--- config.mk ---
export PLATFORM = sky130hd
export DESIGN_NAME = countdown_timer_ctrl
export DESIGN_NICKNAME = d
export VERILOG_FILES = /design/src/rtl/countdown_timer_ctrl.sv
export SDC_FILE = /design/constraint.sdc
export NUM_CORES = 1
export LEC_CHECK = 0
export ABC_AREA = 1
export ABC_CLOCK_PERIOD_IN_PS = 3800
export CORE_MARGIN = 2
export CORE_UTILIZATION = 55
export DETAILED_ROUTE_END_ITERATION = 7
export PLACE_DENSITY = 0.95
export SYNTH_ARGS = -nofsm -noshare
export SYNTH_HDL_FRONTEND = slang
export SYNTH_SLANG_ARGS = --single-unit
--- constraint.sdc ---
create_clock -name clk -period 3.8 [get_ports clk]
set_input_delay 0.95 -clock clk [delete_from_list [all_inputs] [get_ports clk]]
set_output_delay 0.95 -clock clk [all_outputs]
set_load 0.01 [all_outputs]
--- src/rtl/countdown_timer_ctrl.sv ---
// Countdown timer controller: loads an mm:ss BCD setpoint, counts it down on the
// 1 Hz tick through RUN/PAUSE, then rings the buzzer for RING_SECS ticks.
module countdown_timer_ctrl #(
  parameter int unsigned RING_SECS = 10
) (
  input  logic       clk,
  input  logic       rst,
  input  logic       tick_1hz,
  input  logic       start,
  input  logic       stop,
  input  logic       clear,
  input  logic [2:0] set_mt,
  input  logic [3:0] set_mu,
  input  logic [2:0] set_st,
  input  logic [3:0] set_su,
  output logic [2:0] rem_mt,
  output logic [3:0] rem_mu,
  output logic [2:0] rem_st,
  output logic [3:0] rem_su,
  output logic [1:0] state,
  output logic       running,
  output logic       buzzer,
  output logic       done
);

  localparam int unsigned CW = 6;

  typedef enum logic [1:0] {
    IDLE  = 2'b00,
    RUN   = 2'b01,
    PAUSE = 2'b10,
    RING  = 2'b11
  } state_t;

  state_t        state_q, state_n;
  logic [2:0]    mt_n, st_n, dmt, dst;
  logic [3:0]    mu_n, su_n, dmu, dsu;
  logic [CW-1:0] ring_cnt, cnt_n, cnt_inc;
  logic          done_n, set_ok, rem_zero, dec_zero;

  assign set_ok = (set_mt <= 3'd5) && (set_mu <= 4'd9) && (set_st <= 3'd5) &&
                  (set_su <= 4'd9) &&
                  ((set_mt != 3'd0) || (set_mu != 4'd0) || (set_st != 3'd0) || (set_su != 4'd0));
  assign rem_zero = (rem_mt == 3'd0) && (rem_mu == 4'd0) && (rem_st == 3'd0) && (rem_su == 4'd0);
  assign dec_zero = (dmt == 3'd0) && (dmu == 4'd0) && (dst == 3'd0) && (dsu == 4'd0);
  assign cnt_inc  = ring_cnt + CW'(1);

  // One-second BCD decrement with ripple borrow; saturates at 00:00
  always_comb begin
    dmt = rem_mt;
    dmu = rem_mu;
    dst = rem_st;
    dsu = rem_su;
    if (!rem_zero) begin
      if (rem_su != 4'd0) begin
        dsu = rem_su - 4'd1;
      end else begin
        dsu = 4'd9;
        if (rem_st != 3'd0) begin
          dst = rem_st - 3'd1;
        end else begin
          dst = 3'd5;
          if (rem_mu != 4'd0) begin
            dmu = rem_mu - 4'd1;
          end else begin
            dmu = 4'd9;
            dmt = rem_mt - 3'd1;
          end
        end
      end
    end
  end

  // Next-state logic; priority clear > stop > start > tick
  always_comb begin
    state_n = state_q;
    mt_n    = rem_mt;
    mu_n    = rem_mu;
    st_n    = rem_st;
    su_n    = rem_su;
    cnt_n   = ring_cnt;
    done_n  = 1'b0;
    case (state_q)
      IDLE: begin
        mt_n = set_mt;
        mu_n = set_mu;
        st_n = set_st;
        su_n = set_su;
        if (!clear && !stop && start && set_ok) state_n = RUN;
      end
      RUN: begin
        if (clear) begin
          state_n = IDLE;
        end else if (stop) begin
          state_n = PAUSE;
        end else if (tick_1hz) begin
          mt_n = dmt;
          mu_n = dmu;
          st_n = dst;
          su_n = dsu;
          if (dec_zero) begin
            state_n = RING;
            done_n  = 1'b1;
            cnt_n   = '0;
          end
        end
      end
      PAUSE: begin
        if (clear)                state_n = IDLE;
        else if (!stop && start)  state_n = RUN;
      end
      RING: begin
        mt_n = 3'd0;
        mu_n = 4'd0;
        st_n = 3'd0;
        su_n = 4'd0;
        if (clear || stop) begin
          state_n = IDLE;
          cnt_n   = '0;
        end else if (tick_1hz) begin
          if (cnt_inc >= CW'(RING_SECS)) begin
            state_n = IDLE;
            cnt_n   = '0;
          end else begin
            cnt_n = cnt_inc;
          end
        end
      end
      default: state_n = IDLE;
    endcase
  end

  always_ff @(posedge clk or posedge rst) begin
    if (rst) begin
      state_q  <= IDLE;
      rem_mt   <= 3'd0;
      rem_mu   <= 4'd0;
      rem_st   <= 3'd0;
      rem_su   <= 4'd0;
      ring_cnt <= '0;
      running  <= 1'b0;
      buzzer   <= 1'b0;
      done     <= 1'b0;
    end else begin
      state_q  <= state_n;
      rem_mt   <= mt_n;
      rem_mu   <= mu_n;
      rem_st   <= st_n;
      rem_su   <= su_n;
      ring_cnt <= cnt_n;
      running  <= (state_n == RUN);
      buzzer   <= (state_n == RING);
      done     <= done_n;
    end
  end

  assign state = state_q;

endmodule

; ---- Yosys cells after proc, flatten, opt, wreduce, memory -nomap -nowiden
; Cells that the tools add are included.
[op_classes]
n_addsub = 5
order_cmp = 5
n_eq_ne = 10
n_mux = 53
n_reduce_logical = 40
[op_table]
columns = operator, count
row1 = 4-bit 2-to-1 mux, 12
row2 = 6-bit 2-to-1 mux, 7
row3 = 3-bit 2-to-1 mux, 13
row4 = 4-bit one-hot mux with 3 select lines, 2
row5 = 2-bit 2-to-1 mux, 10
row6 = 3-bit one-hot mux with 3 select lines, 2
row7 = 4-bit zero test, 4
row8 = 4-bit nonzero test, 4
row9 = 1-bit logical AND, 14
row10 = 3-bit zero test, 4
row11 = 6-bit one-hot mux with 2 select lines, 1
row12 = 3-bit nonzero test, 4
row13 = 4-bit less-or-equal comparator (second input constant), 2
row14 = 2-bit inequality test (second input constant), 4
row15 = 2-bit one-hot mux with 4 select lines, 1
row16 = 4-bit by 1-bit subtractor with 4-bit output (second input constant), 2
row17 = 6-bit by 1-bit adder with 6-bit output (second input constant), 1
row18 = 2-bit == test (second input constant), 3
row19 = 6-bit by 4-bit >= comparator with 1-bit output (second input constant), 1
row20 = 3-bit less-or-equal comparator (second input constant), 2
row21 = 6-bit AND reduction, 1
row22 = 3-bit by 1-bit subtractor with 3-bit output (second input constant), 2
row23 = 1-bit 2-to-1 mux, 5
row24 = 2-bit by 1-bit == test with 1-bit output (second input constant), 2
row25 = 6 further kinds, 10
[totals]
register_bits = 25
input_bits = 20
wordCells = 122

; ---- Longest topological paths before layout
; Gate-level depths: netlist (run 1).
[depth]
ltp_word = 15
ltp_mapped = 16
mapped_depth_nobuf = 16

; ---- Least setup slack after synthesis (run 1)
; OpenSTA, ideal clock, no wires.
[synth_timing]
path_type = input port to flip-flop
start = input stop
end = register rem_st[1]
arrival_ns = 1.859
t_required_ns = 3.669
path_slack_ns = 1.810
path_stages = 7
n_path_buf = 1
path_cell_list = inv_1 > a21oi_1 > nor3_2 > inv_2 > buf_4 > a221oi_1 > a21oi_1
[synth_between]
elab_chain_cells = 2
[synth_lines]
columns = element, line_no
row1 = from (decl), 10  ; input logic stop,
row2 = 2-bit inequality test (no line), n/a
row3 = 4-bit AND reduction (no line), n/a
row4 = to (signal assigned), 148  ; rem_st <= st_n;
row5 = to (decl), 18  ; output logic [2:0] rem_st,
; No other way between the ends.
; A chain may end at the register's enable or synchronous reset.

; ---- Worst setup path in the final report (run 1)
[layout_timing]
start = input stop
end = register rem_su[1]
[layout_between]
elab_chain_cells = 2
[layout_lines]
columns = element, line_no
row1 = 2-bit inequality test (no line), n/a
row2 = 4-bit AND reduction (no line), n/a
row3 = to (signal assigned), 149  ; rem_su <= su_n;
row4 = to (decl), 19  ; output logic [3:0] rem_su,
; No other way between the ends.

==> results of run 1 <==
-- power breakdown --
| group | switching [W] | leakage [nW] | internal (W) | total, W |
|---|---|---|---|---|
| logic | 0.000125 | 0.854 | 0.0000932 | 0.000218 |
| clock network | 0.0000782 | 0.0150 | 0.0000410 | 0.000119 |
| registers | 0.0000252 | 0.304 | 0.000287 | 0.000313 |
| total | 0.000228 | 1.17 | 0.000422 | 0.000650 |
-- area by class of cell --
type                       instances  area (µm²)
timing repair buffer              38         380
multi-input combinational        201        1080
fill                             285         987
tap                               46        57.6
inverter                          38         154
clock buffer                       4        26.3
sequential                        25         626
-- cells in the mapped netlist --
master     count
clkinv_2       1
a21oi_1       15
nor3_2         2
o21ai_0       15
clkinv_4       1
inv_2          4
buf_4          1
nor3_1         5
inv_6          1
nand3_4        1
o211ai_1       2
nand2_2        4
a221oi_1       2
buf_2          1
xor2_1         1
inv_1         31
nand3_2        2
a22oi_1        8
nand3_1       17
a31oi_1        1
nor2_4         1
o21ai_1        1
dfrtp_1       25
xnor2_1        1
a2111oi_1      1
a211oi_1       2
nor2_1        30
clkbuf_1       1
o21ai_2        1
nor2_8         1
ha_1           4
nand4_1        5
a41oi_1        1
nor4_1         3
nor2_2         7
nand2_4        4
nand2_1       64
-- state kept, by name, summed over array words and instances, names as in the netlist --
signal / flops
running: 1
done: 1
rem_su: 4
rem_mu: 4
state: 2
rem_mt: 3
ring_cnt: 6
buzzer: 1
rem_st: 3
-- path summary, 6_finish.rpt --
check,depth (start not counted),end,from
min,2,ring_cnt[5],ring_cnt[5]
max in group asynchronous,2,ring_cnt[3],rst
max,7,rem_su[1],stop
max reg2reg,8,rem_su[1],state[0]
min reg2reg,2,ring_cnt[5],ring_cnt[5]
min in group asynchronous,2,buzzer,rst
-- placed cells by master, fill, tap and decap left out, types with 2 or more instances in the layout --
cell type,Yosys,layout
nand3_1,17,17
inv_1,31,31
ha_1,4,4
a211oi_1,2,2
o21ai_0,15,15
clkbuf_4,0,3
nor4_1,3,3
nand2_2,4,4
nor2_2,7,7
inv_2,4,4
a22oi_1,8,8
a221oi_1,2,2
o211ai_1,2,2
clkdlybuf4s50_1,0,38
nand4_1,5,5
nand2_1,64,64
nor2_1,30,30
nand2_4,4,4
dfrtp_1,25,25
nand3_2,2,2
nor3_1,5,5
nor3_2,2,2
a21oi_1,15,15
-- routing by layer --
layer	routed length [µm]	up-vias	share of wire (%)	GRT usage [%]
met5	0	-	0	0
li1	-	963	-	-
met3	361	17	7.4	2.70
met2	2440	114	50	42.8
met1	1940	909	40	33.1
met4	119	0	2.5	10.8
-- worst max-delay path, cell delays in order --
cell and delay, ps:
clkdlybuf4s50_1 480, inv_1 130, a21oi_1 110, nor3_2 380, inv_2 260, a211oi_1 240
a21oi_1 80
-- cell families after synthesis --
| group | Yosys count | synth area share, % |
|---|---|---|
| AND/OR/NAND/NOR | 146 | 38.2 |
| AO/OA/AOI/OAI | 49 | 15.8 |
| buffers and inverters | 41 | 9.07 |
| flip-flops | 25 | 33.4 |
| adder cells (fa/ha/maj) | 4 | 2.67 |
| XOR/XNOR | 2 | 0.934 |
-- metrics by stage --
stage / instance area, µm² / cells
2_1_floorplan: 1880 / 267
3_3_place_gp: 2300 / 348
3_5_place_dp: 2300 / 348
4_1_cts: 2320 / 352
5_1_grt: 2320 / 352
6_report: 2320 / 352
==> flow_summary.json, run 1 <==
{
  "status": "complete, no violations",
  "route.detailed.drc": 0,
  "p_per_area_nw_per_um2": 280,
  "drtAntennaViolNets": 0,
  "insertion_delay_ps": 320,
  "core.rowCount": 21,
  "setup_tns_ps": 0,
  "avgSynthCellArea_um2": 7.02,
  "nets": 331,
  "dieWidth_um": 62.4,
  "final_util_pct": 70.2,
  "cp.required_ps": 4000,
  "drtIter0Drc": 180,
  "routedWlPerCell_um": 13.8,
  "timing.final.ws_setup_ps": 1370,
  "relSlewSlack_pct": 34.5,
  "drv_slew": 0,
  "path_clk_slew_ps": 130,
  "io_pins": 39,
  "yosysTopAreaCell": "dfrtp_1",
  "dp_hpwl_um": 3730,
  "synthTopCellsByArea": "dfrtp_1 33%, nand2_1 13%, inv_1 6.2%",
  "worst_pin_slew_ps": 981,
  "maxCapViolations": 0,
  "finalHoldViolCount": 0,
  "crit_type": "primary input to flip-flop",
  "cts_setup_buffers": 0,
  "grt_setup_unrepaired": "false",
  "cp-end-kind": "flip-flop",
  "synth.distinct_cells": 37,
  "vias_per_cell": 5.69,
  "path_max_fanout": 20,
  "cts_resized": 0,
  "portBuffers": 38,
  "p_leak_nw": 1.17,
  "first_pass_iters": 6,
  "overflow": 0,
  "period_needed_ps": 2430,
  "synth_area_um2": 1880,
  "synth-seq-cells": 25,
  "area_growth_pct": 23.9,
  "fmax_ghz": 0.411,
  "die-area_um2": 3890,
  "drive_gt1_share_pct": 10.8,
  "fin_skew_ps": 9.18,
  "initial_core_util_pct": 56.7,
  "ys_seq_area_share_pct": 33.4,
  "gp_congestion": 0.907,
  "grt_max_degree": 26,
  "hold_path.class": "flip-flop to flip-flop",
  "cp.arrival_ps": 2630,
  "synth.top_cell.area_share_pct": 33.4,
  "core_area_um2": 3310,
  "cts_tree": "yes",
  "fp.dieH_um": 62.4,
  "diodes": 0,
  "wl_um": 4860,
  "total_power_w": 0.000650,
  "yosysWarnings": 0,
  "min_period_over_period_pct": 64.0,
  "cts-buffers-inserted": 3,
  "grt_pass1_vias": 1832,
  "grt_usage_pct": 25.3,
  "syn_nets": 291,
  "clk_path_buf_depth": 2,
  "ir_drop_v": 0.000188,
  "post-place-ws_ps": 1060,
  "grt_pass1_wl_um": 7990,
  "synthCells": 267,
  "fin_hold_ws_ps": 532,
  "cts_sinks": 25,
  "rrSetupSlack_ps": 1510,
  "grt_antenna_before_repair": 0,
  "clockRootBuffer": "clkbuf_4",
  "startpoint_type": "primary input",
  "setup_viol": 0,
  "vias": 2003,
  "htree_levels": 1,
  "ctsHoldBuffers": 0
}
(Power assumes the default switching activity.)
==> run 2, diff against run 1 <==
--- a/config.mk
+++ b/config.mk
@@ -6,11 +6,11 @@
 export NUM_CORES = 1
 export LEC_CHECK = 0
 export ABC_AREA = 1
-export ABC_CLOCK_PERIOD_IN_PS = 3800
+export ABC_CLOCK_PERIOD_IN_PS = 2400
 export CORE_MARGIN = 2
-export CORE_UTILIZATION = 55
+export CORE_UTILIZATION = 51
 export DETAILED_ROUTE_END_ITERATION = 7
-export PLACE_DENSITY = 0.95
+export PLACE_DENSITY = 0.9
 export SYNTH_ARGS = -nofsm -noshare
 export SYNTH_HDL_FRONTEND = slang
 export SYNTH_SLANG_ARGS = --single-unit
==> constraint.sdc (replaced) <==
create_clock -name clk -period 2.4 [get_ports clk]
set_input_delay 0.6 -clock clk [delete_from_list [all_inputs] [get_ports clk]]
set_output_delay 0.6 -clock clk [all_outputs]
set_load 0.01 [all_outputs]
==> flow_summary.json, run 2 (synthesis gave the netlist of run 1 again) <==
{
  "finalHoldViolCount": 0,
  "area_growth_pct": 27.4,
  "routedWlPerCell_um": 13.8,
  "grt_usage_pct": 25.6,
  "vias_per_cell": 5.57,
  "timing.final.ws_setup_ps": 280,
  "overflow": 0,
  "regMostFlops": "ring_cnt",
  "insertion_delay_ps": 270,
  "status": "complete, no violations",
  "vias": 2000,
  "initial_core_util_pct": 52.0,
  "wl_um": 4950,
  "grt_pass1_wl_um": 8540,
  "die-area_um2": 4180,
  "p_leak_nw": 1.21,
  "clockRootBuffer": "clkbuf_8",
  "cts-buffers-inserted": 3,
  "drtIter0Drc": 181,
  "worst_pin_slew_ps": 684,
  "clkPwrFrac_pct": 22.8,
  "drive_gt1_share_pct": 12.5,
  "hold_path.class": "flip-flop to flip-flop",
  "cp.arrival_ps": 2280,
  "nets": 336,
  "htree_levels": 1,
  "cp-end-kind": "flip-flop",
  "drtAntennaViolNets": 0,
  "rrSetupSlack_ps": 280,
  "core_area_um2": 3610,
  "portBuffers": 38,
  "post-place-ws_ps": 18.1,
  "setup_tns_ps": 0,
  "dpl_cell_area_um2": 2340,
  "startpoint_type": "flip-flop",
  "diodes": 0,
  "final_common_cell": "nand2_1",
  "grt_setup_unrepaired": "false",
  "cts_sinks": 25,
  "ctsHoldBuffers": 0,
  "fin_skew_ps": 5.11,
  "core.rowCount": 22,
  "fp.dieH_um": 64.6,
  "combPwrFrac_pct": 31.9,
  "ir_drop_v": 0.000250,
  "dieWidth_um": 64.6,
  "crit_type": "flip-flop to flip-flop",
  "path_max_fanout": 7,
  "startpoint": "rem_mt[0]",
  "r2r_cells": 13,
  "cts_tree": "yes",
  "r2r_end": "running",
  "grt_max_degree": 26,
  "endpoint": "running",
  "dp.cells": 355,
  "fill_cells": 314,
  "finalInstanceArea_um2": 2390,
  "path_clk_slew_ps": 90,
  "io_pins": 39,
  "route.detailed.drc": 0,
  "switchingPower_w": 0.000370,
  "largest_reg_flops": 6,
  "p_per_area_nw_per_um2": 457,
  "p_int_w": 0.000723,
  "period_needed_ps": 2120,
  "grt_pass1_vias": 1940,
  "seq_power_share_pct": 45.3,
  "clk_path_buf_depth": 2,
  "dp_hpwl_um": 3800,
  "gp_congestion": 0.906,
  "fin_hold_ws_ps": 531,
  "first_pass_iters": 5,
  "setup_viol": 0,
  "r2r_start": "rem_mt[0]",
  "fmax_ghz": 0.472,
  "maxCapViolations": 0,
  "drv_slew": 0,
  "swShare_pct": 33.8,
  "relSlewSlack_pct": 53.9,
  "final_cell_count_no_fill": 359,
  "cp.required_ps": 2560,
  "layout.cells.most_common_list": "64 x nand2_1, 38 x clkdlybuf4s50_1, 31 x inv_1",
  "grt_antenna_before_repair": 0,
  "reg_top3": "ring_cnt (6), rem_mu (4), rem_su (4)",
  "min_period_over_period_pct": 88.3,
  "cts_setup_buffers": 0
}
[run 2: cell count changes in the layout (fill, tap and decap cells not counted)]
cell / previous run / this run
clkbuf_1: 1 / 0
clkbuf_4: 3 / 0
nor3_4: 0 / 1
clkinv_2: 1 / 2
nor3_2: 2 / 1
buf_4: 0 / 5
clkbuf_8: 0 / 3
[run 2: how the worst min path moves through the flow]
stage	slack (ps)	startpoint	depth (start not counted)	endpoint
3_5_place_dp	510	ring_cnt[5]	2	ring_cnt[5]
6_report	530	ring_cnt[5]	2	ring_cnt[5]
5_1_grt	530	ring_cnt[5]	2	ring_cnt[5]
2_1_floorplan	490	ring_cnt[5]	2	ring_cnt[5]
3_3_place_gp	500	ring_cnt[5]	2	ring_cnt[5]
4_1_cts	520	ring_cnt[5]	2	ring_cnt[5]
[run 2: repair_timing]
action	CTS	global route
setup endpoints to repair	0	1
gates resized for setup	0	1
hold endpoints to repair	0	0
[run 2: metal layers]
metal / wire length [µm] / up-vias / global-route usage, %
li1: - / 974 / -
met4: 82 / 0 / 7.18
met3: 378 / 12 / 3.30
met1: 2080 / 907 / 33.3
met2: 2410 / 107 / 44.7
met5: 0 / - / 0
[run 2: power groups by stage]
stage	sequential, W	clock, W	combinational [W]
5_1_grt	0.000501	0.000271	0.000388
2_1_floorplan	0.000509	0	0.000188
6_report	0.000495	0.000249	0.000349
3_3_place_gp	0.000502	0	0.000335
4_1_cts	0.000494	0.000254	0.000345
3_5_place_dp	0.000503	0	0.000344
[run 2: critical path, stage by stage, from the launching register on]
cell	delay, ps
dfrtp_1	410
inv_1	140
ha_1	170
nand2_1	130
nor2_2	180
nand3_4	130
nand2_1	100
nand3_2	80
nor3_2	230
nand4_1	170
nand2_1	90
nand2_1	60
nand2_1	80
nor2_1	40
[run 2: final cells by class]
cell class / count / area, µm² / share of cell area [%]
clock buffers: 3 / 41.3 / 1.73
clock inverters: 1 / 5.00 / 0.209
inverters: 38 / 154 / 6.44
multi-input cells: 201 / 1090 / 45.4
flip-flops and latches: 25 / 626 / 26.2
well taps: 48 / 60.1 / 2.51
repair buffers: 43 / 418 / 17.5
[run 2: per-stage QoR]
step,util [%],power [W]
after floorplan,-,0.000697
after global placement,64.8,0.000837
after detailed placement,64.8,0.000847
after CTS,66.1,0.00109
after global routing,66.3,0.00116
final,66.3,0.00109
==> run 3, diff against run 2 <==
--- a/config.mk
+++ b/config.mk
@@ -6,7 +6,6 @@
 export NUM_CORES = 1
 export LEC_CHECK = 0
 export ABC_AREA = 1
-export ABC_CLOCK_PERIOD_IN_PS = 2400
 export CORE_MARGIN = 2
 export CORE_UTILIZATION = 51
 export DETAILED_ROUTE_END_ITERATION = 7
==> results of run 3 <==
No change in the layout: final DEF, timing and power equal those of run 2.
